===== src/rtl/wb_soc_ascii2int.sv =====
// wb_soc_ascii2int
// Streaming ASCII-decimal to unsigned binary converter for the debug/boot
// console. Takes one byte per cycle, accumulates decimal digits and, on a
// terminator (CR, LF, space, comma), presents the value plus status flags
// until the consumer accepts it.
//
// Ports:
//   clk, rst_n          clock (rising edge) / asynchronous active-low reset
//   in_data/in_valid    ASCII byte stream, accepted when in_valid && in_ready
//   in_ready            low only while a result is pending (and in reset)
//   out_value           parsed value (0 on error, all-ones on overflow)
//   out_digits          digit characters consumed, saturating counter
//   out_overflow        value exceeded 2^WIDTH-1
//   out_error           a non-digit, non-terminator character was seen
//   out_valid/out_ready result handshake; result held until accepted
module wb_soc_ascii2int #(
    parameter int WIDTH   = 32,
    parameter int DIGIT_W = 5
) (
    input  logic               clk,
    input  logic               rst_n,
    input  logic [7:0]         in_data,
    input  logic               in_valid,
    output logic               in_ready,
    output logic [WIDTH-1:0]   out_value,
    output logic [DIGIT_W-1:0] out_digits,
    output logic               out_overflow,
    output logic               out_error,
    output logic               out_valid,
    input  logic               out_ready
);

    typedef enum logic [1:0] {IDLE, ACCUM, SKIP, DONE} state_t;

    state_t             state_q, state_d;
    logic [WIDTH-1:0]   acc_q, acc_d;
    logic [DIGIT_W-1:0] cnt_q, cnt_d;
    logic               ovf_q, ovf_d;
    logic               err_q, err_d;
    logic               latch;

    logic               hs;
    logic               is_digit;
    logic               is_term;
    logic [3:0]         dval;
    logic [WIDTH+3:0]   mac;
    logic               mac_ovf;
    logic [DIGIT_W-1:0] cnt_inc;

    localparam logic [DIGIT_W-1:0] CNT_ONE = {{(DIGIT_W-1){1'b0}}, 1'b1};

    assign hs       = in_valid & in_ready;
    assign is_digit = (in_data >= 8'h30) && (in_data <= 8'h39);
    assign is_term  = (in_data == 8'h0D) || (in_data == 8'h0A) ||
                      (in_data == 8'h20) || (in_data == 8'h2C);
    assign dval     = in_data[3:0];

    // acc*10 + d without a multiplier; the 4 extra bits catch any carry
    // past WIDTH (max acc*10+9 < 16*2^WIDTH).
    assign mac     = ({4'b0000, acc_q} << 3) + ({4'b0000, acc_q} << 1) +
                     {{WIDTH{1'b0}}, dval};
    assign mac_ovf = ovf_q | (|mac[WIDTH+3:WIDTH]);
    assign cnt_inc = (&cnt_q) ? cnt_q : cnt_q + CNT_ONE;

    // State register and datapath registers
    always_ff @(posedge clk or negedge rst_n) begin
        if (!rst_n) begin
            state_q      <= IDLE;
            acc_q        <= '0;
            cnt_q        <= '0;
            ovf_q        <= 1'b0;
            err_q        <= 1'b0;
            out_value    <= '0;
            out_digits   <= '0;
            out_overflow <= 1'b0;
            out_error    <= 1'b0;
        end else begin
            state_q <= state_d;
            acc_q   <= acc_d;
            cnt_q   <= cnt_d;
            ovf_q   <= ovf_d;
            err_q   <= err_d;
            if (latch) begin
                // Error wins over overflow and forces the value to zero.
                out_value    <= err_q ? '0 : acc_q;
                out_digits   <= cnt_q;
                out_overflow <= ovf_q & ~err_q;
                out_error    <= err_q;
            end
        end
    end

    // Next-state and datapath update
    always_comb begin
        state_d = state_q;
        acc_d   = acc_q;
        cnt_d   = cnt_q;
        ovf_d   = ovf_q;
        err_d   = err_q;
        latch   = 1'b0;
        case (state_q)
            IDLE: begin
                if (hs) begin
                    if (is_digit) begin
                        acc_d   = {{(WIDTH-4){1'b0}}, dval};
                        cnt_d   = CNT_ONE;
                        state_d = ACCUM;
                    end else if (!is_term) begin
                        err_d   = 1'b1;
                        state_d = SKIP;
                    end
                    // leading / repeated separators are simply dropped
                end
            end
            ACCUM: begin
                if (hs) begin
                    if (is_digit) begin
                        acc_d = mac_ovf ? '1 : mac[WIDTH-1:0];
                        ovf_d = mac_ovf;
                        cnt_d = cnt_inc;
                    end else if (is_term) begin
                        latch   = 1'b1;
                        state_d = DONE;
                    end else begin
                        err_d   = 1'b1;
                        state_d = SKIP;
                    end
                end
            end
            SKIP: begin
                if (hs && is_term) begin
                    latch   = 1'b1;
                    state_d = DONE;
                end
            end
            DONE: begin
                if (out_ready) begin
                    acc_d   = '0;
                    cnt_d   = '0;
                    ovf_d   = 1'b0;
                    err_d   = 1'b0;
                    state_d = IDLE;
                end
            end
            default: state_d = IDLE;
        endcase
    end

    // Handshake outputs, decoded from the state register only
    always_comb begin
        in_ready  = rst_n && (state_q != DONE);
        out_valid = (state_q == DONE);
    end

endmodule


===== config.mk =====
export PLATFORM = sky130hd
export DESIGN_NAME = wb_soc_ascii2int
export DESIGN_NICKNAME = d
export VERILOG_FILES = /design/src/rtl/wb_soc_ascii2int.sv
export SDC_FILE = /design/constraint.sdc
export NUM_CORES = 1
export LEC_CHECK = 0
export BUFFER_PORTS_ARGS = -buffer_cell sky130_fd_sc_hd__buf_2
export CAP_MARGIN = 20
export CORE_AREA = 5 5 119 121
export DETAILED_ROUTE_END_ITERATION = 6
export DIE_AREA = 0 0 124 126
export PLACE_DENSITY = 0.67
export SETUP_SLACK_MARGIN = 0.05
export SYNTH_ARGS = -nofsm -noshare
export SYNTH_HDL_FRONTEND = slang
export SYNTH_SLANG_ARGS = --single-unit

===== constraint.sdc =====
create_clock -name clk -period 4 [get_ports clk]
set_input_delay 0.4 -clock clk [delete_from_list [all_inputs] [get_ports clk]]
set_output_delay 0.4 -clock clk [all_outputs]
set_load 0.03 [all_outputs]

==> flow_summary.ini, run 1 <==
[sta]
hold_viol_final = 0
finalMaxSlewViolations = 0
worstMarginPinSlew_ns = 0.936
fin_crit_ns = 3.70
finClkSkew_ns = 0.00699
fin_setup_tns_ns = 0
relSlewSlack = 0.376
setup_viol = 0
grt_setup_unrepaired = false
fmax_ghz = 0.270
worst_slack_ns = 0.298
finalCritPeriodShare = 0.926

[final_layout]
num_antenna_cells = 0
area_growth_syn_to_layout_pct = 11.0
fin_nets = 768
drive_gt1_frac = 0.128

[route]
wire_per_inst_um = 16.1
drt_iter0_markers = 278
viasPerCell = 5.76
finalWirelength_mm = 14.0
num_vias = 4991
drc = 0
detail-route-antenna-nets = 0
dr.pass1.iters = 5

[logic_synthesis]
yosys.cell_types.count = 52
seq_area_frac_synth = 0.343
synth_top_area_share = 0.343
synth_edf_count = 0
ys_seq_elements = 80
synth_fp_nets = 736
syn-cell-area_sq_um = 5840
ys.flop_type = dfrtp_1
synth_cells = 653
synth_top_cell_by_area = dfrtp_1
yosys_warnings = 0
syn_avg_cell_area_sq_um = 8.94
postSynth.asyncResetShare = 1.00
synthTopCellsByArea = dfrtp_1, ha_1, nand2_1

[global_route]
grt_max_degree = 47
grt_first_pass_wirelength_mm = 24.1
grt_pass1_vias = 5095
track_usage = 0.188
antenna_found_initial = 0
grt_overflow_total = 0

[clocking]
insertion_delay_ns = 0.34
cts_num_sinks = 80
cts_setup_buffers = 0
cts_tree = built
clock-root-buffer = clkbuf_16
cts_resized = 0
cts_buffers = 9
postCtsHoldBufs = 0
clockBufferDepth = 2
clk_pin_slew_ns = 0.06
htree_num_levels = 3

[setup_path]
crit_arrival_ns = 3.94
start_kind = register
ff2ff_path_depth = 12
r2r_start = acc_q[0]
worst-r2r-setup-slack_ns = 0.30
timing.rr.end = acc_q[28]
crit_fanout = 4
worstSetupPathType = reg2reg
end_kind = register
required_ns = 4.23

[floorplan]
die_x_um = 124
die_y_um = 126
num_rows = 42
io_pins = 53
dieArea_sq_um = 15600
start_util = 0.450
core_sq_um = 13000

[power]
leakagePower_nw = 3.24
cellPowerDensity_nw_per_um2 = 394
ir_drop_v = 0.000528

[placed_design]
dp_worst_setup_slack_ns = 0.171
place.gp.congestion = 0.893
io_buffers = 52
dpl.hpwl_mm = 10.5

[worst_hold_path]
hp-class = in2async

[flow_run]
drv_cap = 0

[status]
outcome = complete, no violations
per-layer routing:
| metal | vias to the layer above | track usage | wire length [um] | part of all wire |
|---|---|---|---|---|
| met4 | 0 | 0.0625 | 299 | 0.021 |
| met3 | 28 | 0.0372 | 569 | 0.041 |
| li1 | 2438 | - | - | - |
| met5 | - | 0 | 0 | 0 |
| met1 | 2421 | 0.246 | 6330 | 0.45 |
| met2 | 104 | 0.310 | 6760 | 0.48 |
synth_stat cells, types with 3 or more instances:
| master | instances |
|---|---|
| o21ai_0 | 55 |
| o21a_1 | 3 |
| ha_1 | 69 |
| clkbuf_1 | 29 |
| o21ai_1 | 7 |
| dfrtp_1 | 80 |
| inv_1 | 14 |
| a221o_1 | 26 |
| a21oi_1 | 49 |
| a31oi_1 | 4 |
| nand2_1 | 85 |
| a211oi_1 | 7 |
| o211ai_1 | 9 |
| a22o_1 | 4 |
| nand4_1 | 7 |
| nand2b_1 | 37 |
| nor2b_1 | 8 |
| nor3_1 | 11 |
| o21bai_1 | 6 |
| nor4_1 | 4 |
| nor2_1 | 33 |
| a21o_1 | 9 |
| and3_1 | 5 |
| xnor2_1 | 18 |
| nor3b_1 | 3 |
| nand3_1 | 16 |
| buf_6 | 4 |
| buf_2 | 3 |
| xor2_1 | 10 |
| o31ai_1 | 4 |
| mux2_2 | 8 |
report_power, final:
part / total (mW) / switching [mW] / leakage, nW / internal [mW]
Combinational: 0.776 / 0.456 / 1.99 / 0.320
Sequential: 0.975 / 0.107 / 1.10 / 0.868
Clock: 0.805 / 0.334 / 0.145 / 0.471
Total: 2.56 / 0.897 / 3.24 / 1.66
area by class of cell:
cell class	count	area, sq um
fill	1216	6490
inverter	14	52.6
timing repair buffer	57	300
multi-input combinational	523	3620
clock inverter	4	26.3
clock buffer	12	267
sequential	80	2000
tap	176	220
sequential cells by signal, indices dropped and copies added (netlist names):
| register | count |
|---|---|
| acc_q | 32 |
| out_value | 32 |
| cnt_q | 5 |
| out_digits | 5 |
| state_q | 2 |
| err_q | 1 |
| out_error | 1 |
| out_overflow | 1 |
| ovf_q | 1 |
kinds of logic after synthesis:
family,Yosys count,synth area share
DFF,80,0.343
and+or+nand+nor,219,0.184
buffers and inverters,50,0.0379
AOI/OAI and AO/OA,195,0.220
adders and majority gates,71,0.155
xor gates and xnor gates,28,0.0420
muxes,10,0.0189
worst max-delay path: stages, from the launching register on:
cell and delay (ns):
dfrtp_1 0.43, fa_1 0.56, inv_1 0.07, fa_1 0.45, nand2b_1 0.18, a21oi_1 0.20, o21ai_0 0.19, o21ai_1 0.23
nor2b_1 0.22, o2111a_1 0.20, mux2_2 0.32, or3_1 0.35, a22o_1 0.21
cells in the final DEF (no fill, tap or decap), types with 5 or more instances in the layout:
cell type	synthesis	layout
nand2_1	85	85
a21o_1	9	9
clkbuf_16	0	9
xor2_1	10	10
nor2_1	33	33
nand4_1	7	7
dfrtp_1	80	80
o21bai_1	6	6
inv_1	14	14
a21oi_1	49	49
nor2b_1	8	8
mux2_2	8	8
a211oi_1	7	7
nand3_1	16	16
buf_4	0	6
o21ai_0	55	55
buf_2	3	51
a221o_1	26	26
ha_1	69	69
o21ai_1	7	7
nor3_1	11	11
xnor2_1	18	18
and3_1	5	5
o211ai_1	9	9
nand2b_1	37	37
metrics by stage:
stage	cells	cell area, sq um	total power, mW	hold slack (ns)	util
3_3_place_gp	850	6190	1.72	0.381	0.477
3_5_place_dp	850	6190	1.76	0.392	0.477
4_1_cts	866	6480	2.58	0.0233	0.500
5_1_grt	866	6480	2.72	0.0464	0.500
2_1_floorplan	653	5840	1.55	0.104	-
6_report	866	6480	2.56	0.00589	0.500
how the worst max path moves through the flow:
stage,start,end,cells after the start
floorplan,in_data[3],acc_q[28],12
global placement,in_data[3],acc_q[28],13
detailed placement,in_data[3],acc_q[28],13
CTS,acc_q[0],acc_q[28],12
global route,acc_q[0],acc_q[18],12
finish,acc_q[0],acc_q[28],12
Note: power is estimated with default switching activity, not from simulation.
==> run 2: changes to the inputs <==
--- a/config.mk
+++ b/config.mk
@@ -5,12 +5,13 @@
 export SDC_FILE = /design/constraint.sdc
 export NUM_CORES = 1
 export LEC_CHECK = 0
+export ABC_AREA = 1
 export BUFFER_PORTS_ARGS = -buffer_cell sky130_fd_sc_hd__buf_2
 export CAP_MARGIN = 20
-export CORE_AREA = 5 5 119 121
+export CORE_AREA = 5 5 122 124
 export DETAILED_ROUTE_END_ITERATION = 6
-export DIE_AREA = 0 0 124 126
-export PLACE_DENSITY = 0.67
+export DIE_AREA = 0 0 127 129
+export PLACE_DENSITY = 0.66
 export SETUP_SLACK_MARGIN = 0.05
 export SYNTH_ARGS = -nofsm -noshare
 export SYNTH_HDL_FRONTEND = slang
==> run 2 against run 1 <==
Clock-buffer cell count down 1. Critical path type unchanged. Largest power group is now combinational logic. Largest cell class unchanged. First-iteration DRC count down 22%. Register-to-register slack better by 0.40 ns.
==> flow_summary.ini, run 2 <==
[worst_hold_path]
hp-class = in2async

[route]
drc = 0
detail-route-antenna-nets = 0
drt_iter0_markers = 216
wire_per_inst_um = 13.1
viasPerCell = 4.91
finalWirelength_mm = 14.5
dr.pass1.iters = 5
num_vias = 5449

[clocking]
clk_pin_slew_ns = 0.06
cts_setup_buffers = 0
htree_num_levels = 3
postCtsHoldBufs = 0
insertion_delay_ns = 0.35
clock-root-buffer = clkbuf_16
clockBufferDepth = 2
cts_buffers = 9
cts_resized = 0
cts_tree = built
cts_num_sinks = 80

[sta]
grt_setup_unrepaired = false
relSlewSlack = 0.447
fin_crit_ns = 3.31
hold_viol_final = 0
worst_slack_ns = 0.693
finalMaxSlewViolations = 0
finClkSkew_ns = 0.00909
finalCritPeriodShare = 0.827
fin_setup_tns_ns = 0
fmax_ghz = 0.302
worstMarginPinSlew_ns = 0.828
setup_viol = 0

[logic_synthesis]
seq_area_frac_synth = 0.325
synthTopCellsByArea = dfrtp_1, nand2_1, ha_1
yosys_warnings = 0
synth_cells = 874
ys_seq_elements = 80
synth_fp_nets = 957
ys_top_cells_by_count = nand2_1, inv_1, dfrtp_1
synth_top_cell_by_area = dfrtp_1
synth_most_common_cell = nand2_1
synth_top_area_share = 0.325
postSynth.asyncResetShare = 1.00
syn-cell-area_sq_um = 6160
ys.flop_type = dfrtp_1
yosys.cell_types.count = 39
syn_avg_cell_area_sq_um = 7.05
synth_edf_count = 0

[final_layout]
largestRegisters = acc_q: 32 flops, out_value: 32 flops
fin_nets = 1007
fillers = 1414
num_antenna_cells = 0
drive_gt1_frac = 0.107
final_cell_mix = nand2_1, inv_1, dfrtp_1
final_common_cell = nand2_1
area_growth_syn_to_layout_pct = 11.2

[floorplan]
core_sq_um = 13700
die_y_um = 129
start_util = 0.451
num_rows = 43
die_x_um = 127
io_pins = 53
dieArea_sq_um = 16400

[placed_design]
place.gp.congestion = 0.892
dpl.hpwl_mm = 11.1
io_buffers = 52
dp_worst_setup_slack_ns = 0.564

[power]
ir_drop_v = 0.000344
leakagePower_nw = 4.24
cellPowerDensity_nw_per_um2 = 533

[global_route]
grt_first_pass_wirelength_mm = 25.7
grt_overflow_total = 0
track_usage = 0.192
antenna_found_initial = 0
grt_max_degree = 45
grt_pass1_vias = 5487

[flow_run]
drv_cap = 0

[setup_path]
r2r_start = acc_q[0]
start_kind = register
required_ns = 4.22
critPathLaunch = acc_q[0]
worstSetupPathType = reg2reg
end_kind = register
crit_fanout = 30
crit_arrival_ns = 3.53

[status]
outcome = complete, no violations
## run 2: changes by cell type after synthesis, sizes merged, moves of 9 or more
| cell | delta |
|---|---|
| xnor2 | -9 |
| o21ai | -14 |
| nor2 | +23 |
| clkbuf | -27 |
| nand2 | +280 |
| o211ai | -10 |
| inv | +85 |
| a21oi | -9 |
| nand2b | -37 |
| nand3 | +16 |
| a221o | -26 |
## run 2: logic make-up after synthesis
kind of cell | Yosys count | share of synthesized area
AO/OA/AOI/OAI | 106 | 0.0945
XOR/XNOR | 23 | 0.0327
adder cells (fa/ha/maj) | 71 | 0.147
buffers and inverters | 115 | 0.0794
flip-flops | 80 | 0.325
AND/OR/NAND/NOR | 479 | 0.322
## run 2: layout make-up
class	instances	area, sq um	share of cell area
multi-input cells	679	3670	0.535
flip-flops and latches	80	2000	0.292
inverters	99	372	0.0542
repair buffers	55	285	0.0416
clock buffers	11	243	0.0354
well taps	180	225	0.0329
clock inverters	5	56.3	0.00822
## run 2: final timing paths
path                                  to  slack [ns]  depth (start not counted)
max                            acc_q[19]        0.69                         17
min                             acc_q[0]       0.007                          1
max reg2reg                    acc_q[19]        0.69                         17
min reg2reg                out_value[12]        0.47                          2
max in group asynchronous  out_value[21]        3.07                          2
min in group clk                acc_q[0]        0.39                          5
## run 2: critical path, stage by stage, from the launching register on
cell     delay, ns
dfrtp_1       0.43
fa_1          0.56
inv_1         0.07
fa_1          0.45
inv_1         0.09
nand2_1       0.05
nand2_1       0.08
nand3_1       0.07
nand2_1       0.13
nand2_1       0.08
nand2_2       0.08
nand2_1       0.07
nand3_1       0.07
nand2_1       0.05
nor2_1        0.12
nand2_2       0.42
o21ai_1       0.28
nand2_1       0.08
## run 2: where the power goes
part,switching (mW),leakage (nW),total [mW],internal (mW)
clock,0.330,0.145,0.829,0.499
combinational,1.12,3.00,1.72,0.603
sequential,0.158,1.10,1.10,0.943
total,1.61,4.24,3.65,2.05
## run 2: metal layers
layer  vias up  routed length, um  GRT usage
met3        19                582     0.0320
li1       2883                  -          -
met1      2436               7030      0.256
met4         0                308     0.0732
met5         -                  0          0
met2       111               6590      0.314
## run 2: metrics by stage
stage	cell area, sq um	hold slack, ns	cells	total power [mW]	util
2_1_floorplan	6160	0.104	874	2.49	-
3_3_place_gp	6550	0.416	1093	2.84	0.479
3_5_place_dp	6550	0.414	1093	2.85	0.479
4_1_cts	6850	0.0306	1109	3.70	0.501
5_1_grt	6850	0.0545	1109	4.00	0.501
6_report	6850	0.00713	1109	3.65	0.501
